--- src/rtl/tdm_demux4.sv ---
// Receive side of the 4:1 TDM link: deals a sof-framed serial word stream
// onto four lane registers and publishes each complete frame with a pulse.
module tdm_demux4 #(
    parameter int WIDTH = 8
) (
    input  logic             clk,
    input  logic             rst,
    input  logic             in_valid,
    input  logic             in_sof,
    input  logic [WIDTH-1:0] in_data,
    output logic [WIDTH-1:0] out0,
    output logic [WIDTH-1:0] out1,
    output logic [WIDTH-1:0] out2,
    output logic [WIDTH-1:0] out3,
    output logic             out_valid,
    output logic             busy,
    output logic             frame_err
);

    typedef enum logic {
        IDLE = 1'b0,
        RECV = 1'b1
    } state_t;

    state_t           state, state_nx;
    logic [1:0]       sel, sel_nx;
    logic [WIDTH-1:0] shadow0, shadow1, shadow2;
    logic [WIDTH-1:0] shadow0_nx, shadow1_nx, shadow2_nx;
    logic [WIDTH-1:0] out0_nx, out1_nx, out2_nx, out3_nx;
    logic             out_valid_nx, frame_err_nx;

    always_ff @(posedge clk or posedge rst) begin
        if (rst) begin
            state     <= IDLE;
            sel       <= 2'd0;
            shadow0   <= '0;
            shadow1   <= '0;
            shadow2   <= '0;
            out0      <= '0;
            out1      <= '0;
            out2      <= '0;
            out3      <= '0;
            out_valid <= 1'b0;
            frame_err <= 1'b0;
        end else begin
            state     <= state_nx;
            sel       <= sel_nx;
            shadow0   <= shadow0_nx;
            shadow1   <= shadow1_nx;
            shadow2   <= shadow2_nx;
            out0      <= out0_nx;
            out1      <= out1_nx;
            out2      <= out2_nx;
            out3      <= out3_nx;
            out_valid <= out_valid_nx;
            frame_err <= frame_err_nx;
        end
    end

    // busy comes straight off the state flop, so it is glitch-free
    assign busy = (state == RECV);

    always_comb begin
        state_nx     = state;
        sel_nx       = sel;
        shadow0_nx   = shadow0;
        shadow1_nx   = shadow1;
        shadow2_nx   = shadow2;
        out0_nx      = out0;
        out1_nx      = out1;
        out2_nx      = out2;
        out3_nx      = out3;
        out_valid_nx = 1'b0;
        frame_err_nx = 1'b0;

        unique case (state)
            IDLE: begin
                if (in_valid && in_sof) begin
                    shadow0_nx = in_data;
                    sel_nx     = 2'd1;
                    state_nx   = RECV;
                end
            end
            RECV: begin
                if (in_valid && in_sof) begin
                    // a new sof restarts the frame; the partial one is lost
                    frame_err_nx = 1'b1;
                    shadow0_nx   = in_data;
                    sel_nx       = 2'd1;
                end else if (in_valid) begin
                    if (sel == 2'd3) begin
                        out0_nx      = shadow0;
                        out1_nx      = shadow1;
                        out2_nx      = shadow2;
                        out3_nx      = in_data;
                        out_valid_nx = 1'b1;
                        sel_nx       = 2'd0;
                        state_nx     = IDLE;
                    end else begin
                        unique case (sel)
                            2'd0:    shadow0_nx = in_data;
                            2'd1:    shadow1_nx = in_data;
                            default: shadow2_nx = in_data;
                        endcase
                        sel_nx = sel + 2'd1;
                    end
                end
            end
            default: state_nx = IDLE;
        endcase
    end

endmodule

--- config.mk ---
export PLATFORM = sky130hd
export DESIGN_NAME = tdm_demux4
export DESIGN_NICKNAME = d
export VERILOG_FILES = /design/src/rtl/tdm_demux4.sv
export SDC_FILE = /design/constraint.sdc
export NUM_CORES = 1
export LEC_CHECK = 0
export CAP_MARGIN = 10
export CORE_MARGIN = 4
export CORE_UTILIZATION = 51
export CTS_CLUSTER_SIZE = 28
export DETAILED_ROUTE_END_ITERATION = 10
export PLACE_DENSITY = 0.79
export SYNTH_ARGS = -nofsm -noshare
export SYNTH_HDL_FRONTEND = slang
export SYNTH_SLANG_ARGS = --single-unit
export TNS_END_PERCENT = 100
--- constraint.sdc ---
create_clock -name clk -period 2.2 [get_ports clk]
set_input_delay 0.22 -clock clk [delete_from_list [all_inputs] [get_ports clk]]
set_output_delay 0.22 -clock clk [all_outputs]
set_load 0.1 [all_outputs]
==> impl_summary.txt, run 1 <==
----------------------------------------------------
[Place]
  Post-place setup slack ... roughly 240 ps
  Last weighted congestion value of the routability-driven placer ... approximately 0.7
  Post-detail-place hpwl ... 3.07 mm
  IO buf count ... 46

[Clock tree]
  Total CTS buffers ... 9
  TritonCTS clock tree ... done
  CTS root buf ... clkbuf_8
  Worst-case clock buffer depth ... 2
  Number of resized instances in the post-cts repair step ... 0
  Hold-fix buffers, CTS ... 0
  Post-CTS clock slew at the launch and capture registers of the worst setup and hold paths ... roughly 60 ps
  Post-CTS setup-driven buffer insertion count ... 0
  Sinks on Clock Net ... 61
  Later-pin clock latency in the skew report ... 330 ps
  Maximum level of the CTS H-tree ... 3

[Global routing]
  Pin count of the biggest net entering global routing ... 34
  Wire length of the first global-routing pass ... 7.39 mm
  Antenna violations before repair ... 0
  Tot GR Track Use ... 0.165
  Global route total overflow ... 0
  Via count of the first global-routing pass ... 1,537

[Worst setup path]
  Reg2reg path depth ... 4
  Maximum fanout along the worst path ... 8
  Startpoint Class ... flip-flop
  Critical path class ... flip-flop to flip-flop
  R2R setup slack ... about 460 ps
  Crit path required time ... between 2000 and 2500 ps
  Arrival time of data at the critical path endpoint ... around 1900 ps
  Kind of capture point of the worst setup path ... flip-flop
  Worst flop-to-flop path startpoint ... sel[0]
  Reg2Reg Capture Point ... shadow0[5]

[Synthesis]
  Syn Std Cell Area ... around 2400 µm²
  Syn. warnings ... 0
  Number of distinct library cells after synthesis ... 18
  Avg Cell Area, Syn ... between 15 and 20 µm²
  Synthesized instance count ... around 150
  Number of flip-flops and latches in the synthesized netlist ... approximately 60
  Total nets after synthesis ... approximately 170
  Seq/Total Area, Yosys ... 0.636

[Finish]
  Final #Nets ... roughly 220
  Share of final-layout standard cells stronger than drive strength 1 ... 0.545
  ANT cells ... 0
  Syn-to-layout area delta ... 26.6%

[Floorplan]
  Initial core utilization ... 0.540
  Core region area ... 4440 µm²
  Number of rows in the core area ... 24
  Number of ports placed on the die boundary ... 47
  Die area ... between 5000 and 6000 µm²
  Die W ... between 70 and 80 µm
  Overall die height ... between 70 and 80 µm

[STA]
  Final hold violations ... 0
  Post-route setup TNS ... 0 ps
  Maximum operating frequency ... 0.576 GHz
  Max-slew violations ... 0
  Slew margin rel. ... 0.582
  Final setup margin ... approximately 460 ps
  Tmin final ... around 1700 ps
  Total of endpoints with negative setup slack in the final report ... 0
  Worst Skew ... 7.03 ps
  Fin crit share ... 0.789
  Slew @ Worst Pin ... approximately 630 ps
  Unrepaired setup endpoints after global routing ... false

[Detailed routing]
  DR pass1 iterations ... 4
  Number of DRC markers after the initial detailed-route iteration ... a little under 80
  Via density ... between 5 and 6
  Final routed wire length divided by cell count ... 17.1 µm
  Antenna-violating nets left ... 0
  Vias after detailed routing ... 1,385
  Overall routed net length ... about 4.5 mm
  DRC Markers ... 0

[Outcome]
  Outcome ... finished, final reports clean

[Worst hold path]
  Worst hold path type ... input pin to async pin

[Job]
  Max_cap viols ... 0

----------------------------------------------------
==> worst max path at each step <==
| stage | start | endpoint | depth (start not counted) |
|---|---|---|---|
| after global routing | sel[0] | shadow0[6] | 4 |
| final | sel[0] | shadow0[5] | 4 |
| after detailed placement | in_valid | shadow1[6] | 5 |
| after CTS | sel[0] | shadow0[5] | 4 |
| after floorplan | busy | shadow1[0] | 4 |
| after global placement | in_valid | shadow1[4] | 5 |
==> worst max-delay path: stages (launching register included) <==
cell,delay (ps)
dfrtp_1,450
ha_1,270
nand4b_1,180
nand2_1,320
mux2_2,390
==> per-layer routing <==
layer	wire, µm	vias to the layer above	global-route usage
li1	-	637	-
met1	1890	700	0.180
met2	2310	40	0.284
met3	204	8	0.0508
met4	78	0	0.0906
met5	0	-	0
==> kinds of logic (layout without fill, tap and decap cells) <==
kind of cell               count (synthesis)  in the layout  share of synthesized area
DFF                                       61             61                      0.636
buffers and inverters                      9             69                     0.0203
muxes                                     56             56                      0.263
adders and majority gates                  5              5                     0.0261
AOI/OAI and AO/OA                          3              3                    0.00782
and+or+nand+nor                           15             15                     0.0469
==> cell usage after synthesis (all sizes together) <==
master,count,share of area
nor3b,1,0.0031
buf,5,0.014
o21ai,1,0.0021
dfrtp,61,0.64
nand3,1,0.0021
o22ai,1,0.0026
inv,4,0.0063
ha,5,0.026
mux2,56,0.26
and3,1,0.0026
nand4b,3,0.014
o21a,1,0.0031
nor4b,1,0.0099
nand2,8,0.016
==> cell usage in the layout, fill, tap and decap left out <==
cell,count
nand2_4,1
buf_4,39
o21a_1,1
nor3b_1,1
clkdlybuf4s50_1,11
nand3_1,1
mux2_2,56
nand4b_1,2
inv_1,3
buf_12,1
dfrtp_1,61
clkinv_2,1
nand4b_2,1
and3_1,1
o21ai_0,1
nand2_1,7
clkbuf_8,13
o22ai_1,1
inv_2,1
ha_1,5
nor4b_4,1
==> sequential cells by signal (all words and copies together), names as in the netlist <==
name / count
out0: 8
out1: 8
out2: 8
out3: 8
shadow0: 8
shadow1: 8
shadow2: 8
sel: 2
busy: 1
frame_err: 1
out_valid: 1
==> metrics by stage <==
step | area (µm²) | instances | util | hold slack [ps]
final | 3040 | 261 | 0.684 | 300
after global routing | 3040 | 261 | 0.684 | 336
after CTS | 3040 | 261 | 0.684 | 311
after detailed placement | 2850 | 247 | 0.642 | 494
after global placement | 2850 | 247 | 0.642 | 483
after floorplan | 2400 | 149 | - | 309
==> final cells by class <==
| cell class | instances | area [µm²] |
|---|---|---|
| Inverter | 4 | 15.0 |
| Clock buffer | 13 | 179 |
| Sequential cell | 61 | 1530 |
| Tap cell | 52 | 65.1 |
| Timing Repair Buffer | 51 | 423 |
| Clock inverter | 1 | 5.00 |
| Fill cell | 324 | 1410 |
| Multi-Input combinational cell | 79 | 825 |
Power of run 1 is not shown: default switching activity piles up to over one toggle a cycle in this logic, so the estimate is an artifact.
==> inputs of run 2 (changes only) <==
- clock period: 2.2 -> 1.65 ns (I/O delays scaled with it)
==> run 2 against run 1 <==
Compared with the run above: design area is 16% higher; worst setup slack worse by 390 ps; maximum frequency is 10% higher.
==> impl_summary.txt, run 2 (same netlist as run 1, synthesis figures left out) <==
----------------------------------------------------
[Floorplan]
  Overall die height ... 76.6 µm (unchanged)
  Number of rows in the core area ... 24 (unchanged)
  Die W ... 76.6 µm (unchanged)
  Initial core utilization ... 0.540 (unchanged)
  Number of ports placed on the die boundary ... 47 (unchanged)
  Core region area ... 4440 µm² (unchanged)
  Die area ... 5870 µm² (unchanged)

[Detailed routing]
  DRC Markers ... 0 (unchanged)
  Vias after detailed routing ... 1,438 (+3.8%)
  Via density ... 5.37 (+1.1%)
  Overall routed net length ... 4.82 mm (+7.7%)
  Antenna-violating nets left ... 0 (unchanged)
  Final routed wire length divided by cell count ... 18.0 µm (+4.9%)
  Number of DRC markers after the initial detailed-route iteration ... 58 (-25%)
  DR pass1 iterations ... 4 (unchanged)

[Clock tree]
  TritonCTS clock tree ... done
  Post-CTS setup-driven buffer insertion count ... 0 (unchanged)
  Sinks on Clock Net ... 61 (unchanged)
  Post-CTS clock slew at the launch and capture registers of the worst setup and hold paths ... 60 ps (about the same)
  Later-pin clock latency in the skew report ... 330 ps (about the same)
  CTS root buf ... clkbuf_8
  Worst-case clock buffer depth ... 2 (unchanged)
  Maximum level of the CTS H-tree ... 3 (unchanged)
  Total CTS buffers ... 9 (unchanged)

[Worst hold path]
  Worst hold path type ... input pin to async pin

[Worst setup path]
  Library cell contributing the largest single delay on the critical path ... dfrtp_1
  Crit-path leading delay family ... flip-flops
  Crit path required time ... 1860 ps (-550 ps)
  Cell-by-cell trace of the critical path ... inv_1 -> ha_1 -> nand4b_1 -> nand2_1 -> buf_4 -> mux2_2
  Kind of capture point of the worst setup path ... flip-flop
  Startpoint Class ... flip-flop
  Maximum fanout along the worst path ... 4 (-4)
  Crit path buf inv count ... 2 (+2)
  Arrival time of data at the critical path endpoint ... 1790 ps (-150 ps)
  Critical path's largest stage delay ... 430 ps (-20 ps)
  Critical path class ... flip-flop to flip-flop

[STA]
  Slew margin rel. ... 0.678 (+0.0957)
  Max-slew violations ... 0 (unchanged)
  Final hold violations ... 0 (unchanged)
  Hold WS ... 215 ps (-85.1 ps)
  Tmin final ... 1580 ps (-158 ps)
  Maximum operating frequency ... 0.634 GHz (+10%)
  Slew @ Worst Pin ... 483 ps (-144 ps)
  Total of endpoints with negative setup slack in the final report ... 0 (unchanged)
  Unrepaired setup endpoints after global routing ... false
  Fin crit share ... 0.956 (+0.167)
  Final setup margin ... 72.9 ps (-392 ps)
  Worst Skew ... 5.23 ps (-1.80 ps)

[Place]
  IO buf count ... 46 (unchanged)
  Last weighted congestion value of the routability-driven placer ... 0.676 (-4.0%)
  Post-detail-place hpwl ... 3.48 mm (+13%)
  Post-place setup slack ... -111 ps (-356 ps)

[Global routing]
  Tot GR Track Use ... 0.185 (+0.0203)
  Antenna violations before repair ... 0 (unchanged)
  Pin count of the biggest net entering global routing ... 27 (-21%)
  Wire length of the first global-routing pass ... 8.22 mm (+11%)
  Via count of the first global-routing pass ... 1,638 (+6.6%)
  Global route total overflow ... 0 (unchanged)

[Job]
  Max_cap viols ... 0 (unchanged)

[Finish]
  Final standard cell utilization of the core ... 0.791 (+0.108)
  Syn-to-layout area delta ... 46.6%
  ANT cells ... 0 (unchanged)
  Fill cells ... 242 (-25%)
  Most frequent cells in the layout ... dfrtp_1 (59), mux2_2 (56), buf_12 (36), clkbuf_8 (11), clkdlybuf4s50_1 (11)
  Most frequent standard cell in the layout excluding fill and tap cells ... dfrtp_1
  Final #Nets ... 228 (+2.2%)
  Share of final-layout standard cells stronger than drive strength 1 ... 0.556 (+0.0101)

[Outcome]
  Outcome ... finished, final reports clean

----------------------------------------------------
-- run 2: changes by cell type in the layout (fill, tap and decap cells not counted), sizes merged --
cell      before  now
clkinvlp       0    1
inv            4    3
buf           40   45
clkbuf        13   15
-- run 2: final cells by class --
cell class	instances	area, µm²	area share
Clock buffer	15	166	0.0473
Timing Repair Buffer	56	906	0.258
Inverter	4	18.8	0.00534
Clock inverter	1	5.00	0.00142
Multi-Input combinational cell	79	827	0.235
Sequential cell	61	1530	0.435
Tap cell	52	65.1	0.0185
-- run 2: per-stage QoR --
stage / area (µm²) / TNS (ps) / std cells
global placement: 3330 / -530 / 252
detailed placement: 3330 / -1580 / 252
global route: 3520 / 0 / 268
CTS: 3510 / 0 / 268
finish: 3520 / 0 / 268
floorplan: 2410 / -1410 / 149
-- run 2: final timing paths --
check                      slack (ps)        from          to  cells after the start
max in group asynchronous         950         rst        busy                      3
min in group clk                  500  shadow1[0]     out1[0]                      1
max reg2reg                        70      sel[1]  shadow0[7]                      6
min reg2reg                       500  shadow1[0]     out1[0]                      1
max                                70      sel[1]  shadow0[7]                      6
min                               220         rst  shadow1[3]                      2
-- run 2: metal layers --
layer	up-vias	GRT usage	part of all wire
met5	-	0	0
met4	0	0.0815	0.018
met3	12	0.0733	0.052
met2	40	0.315	0.52
met1	738	0.203	0.41
li1	648	-	-
-- run 2: what timing repair did --
| item | in CTS | in global routing |
|---|---|---|
| hold buffers | 0 | 0 |
| endpoints found under the setup margin | 2 | 16 |
| resized for setup | 1 | 3 |
Power of run 2 is left out for the same reason.
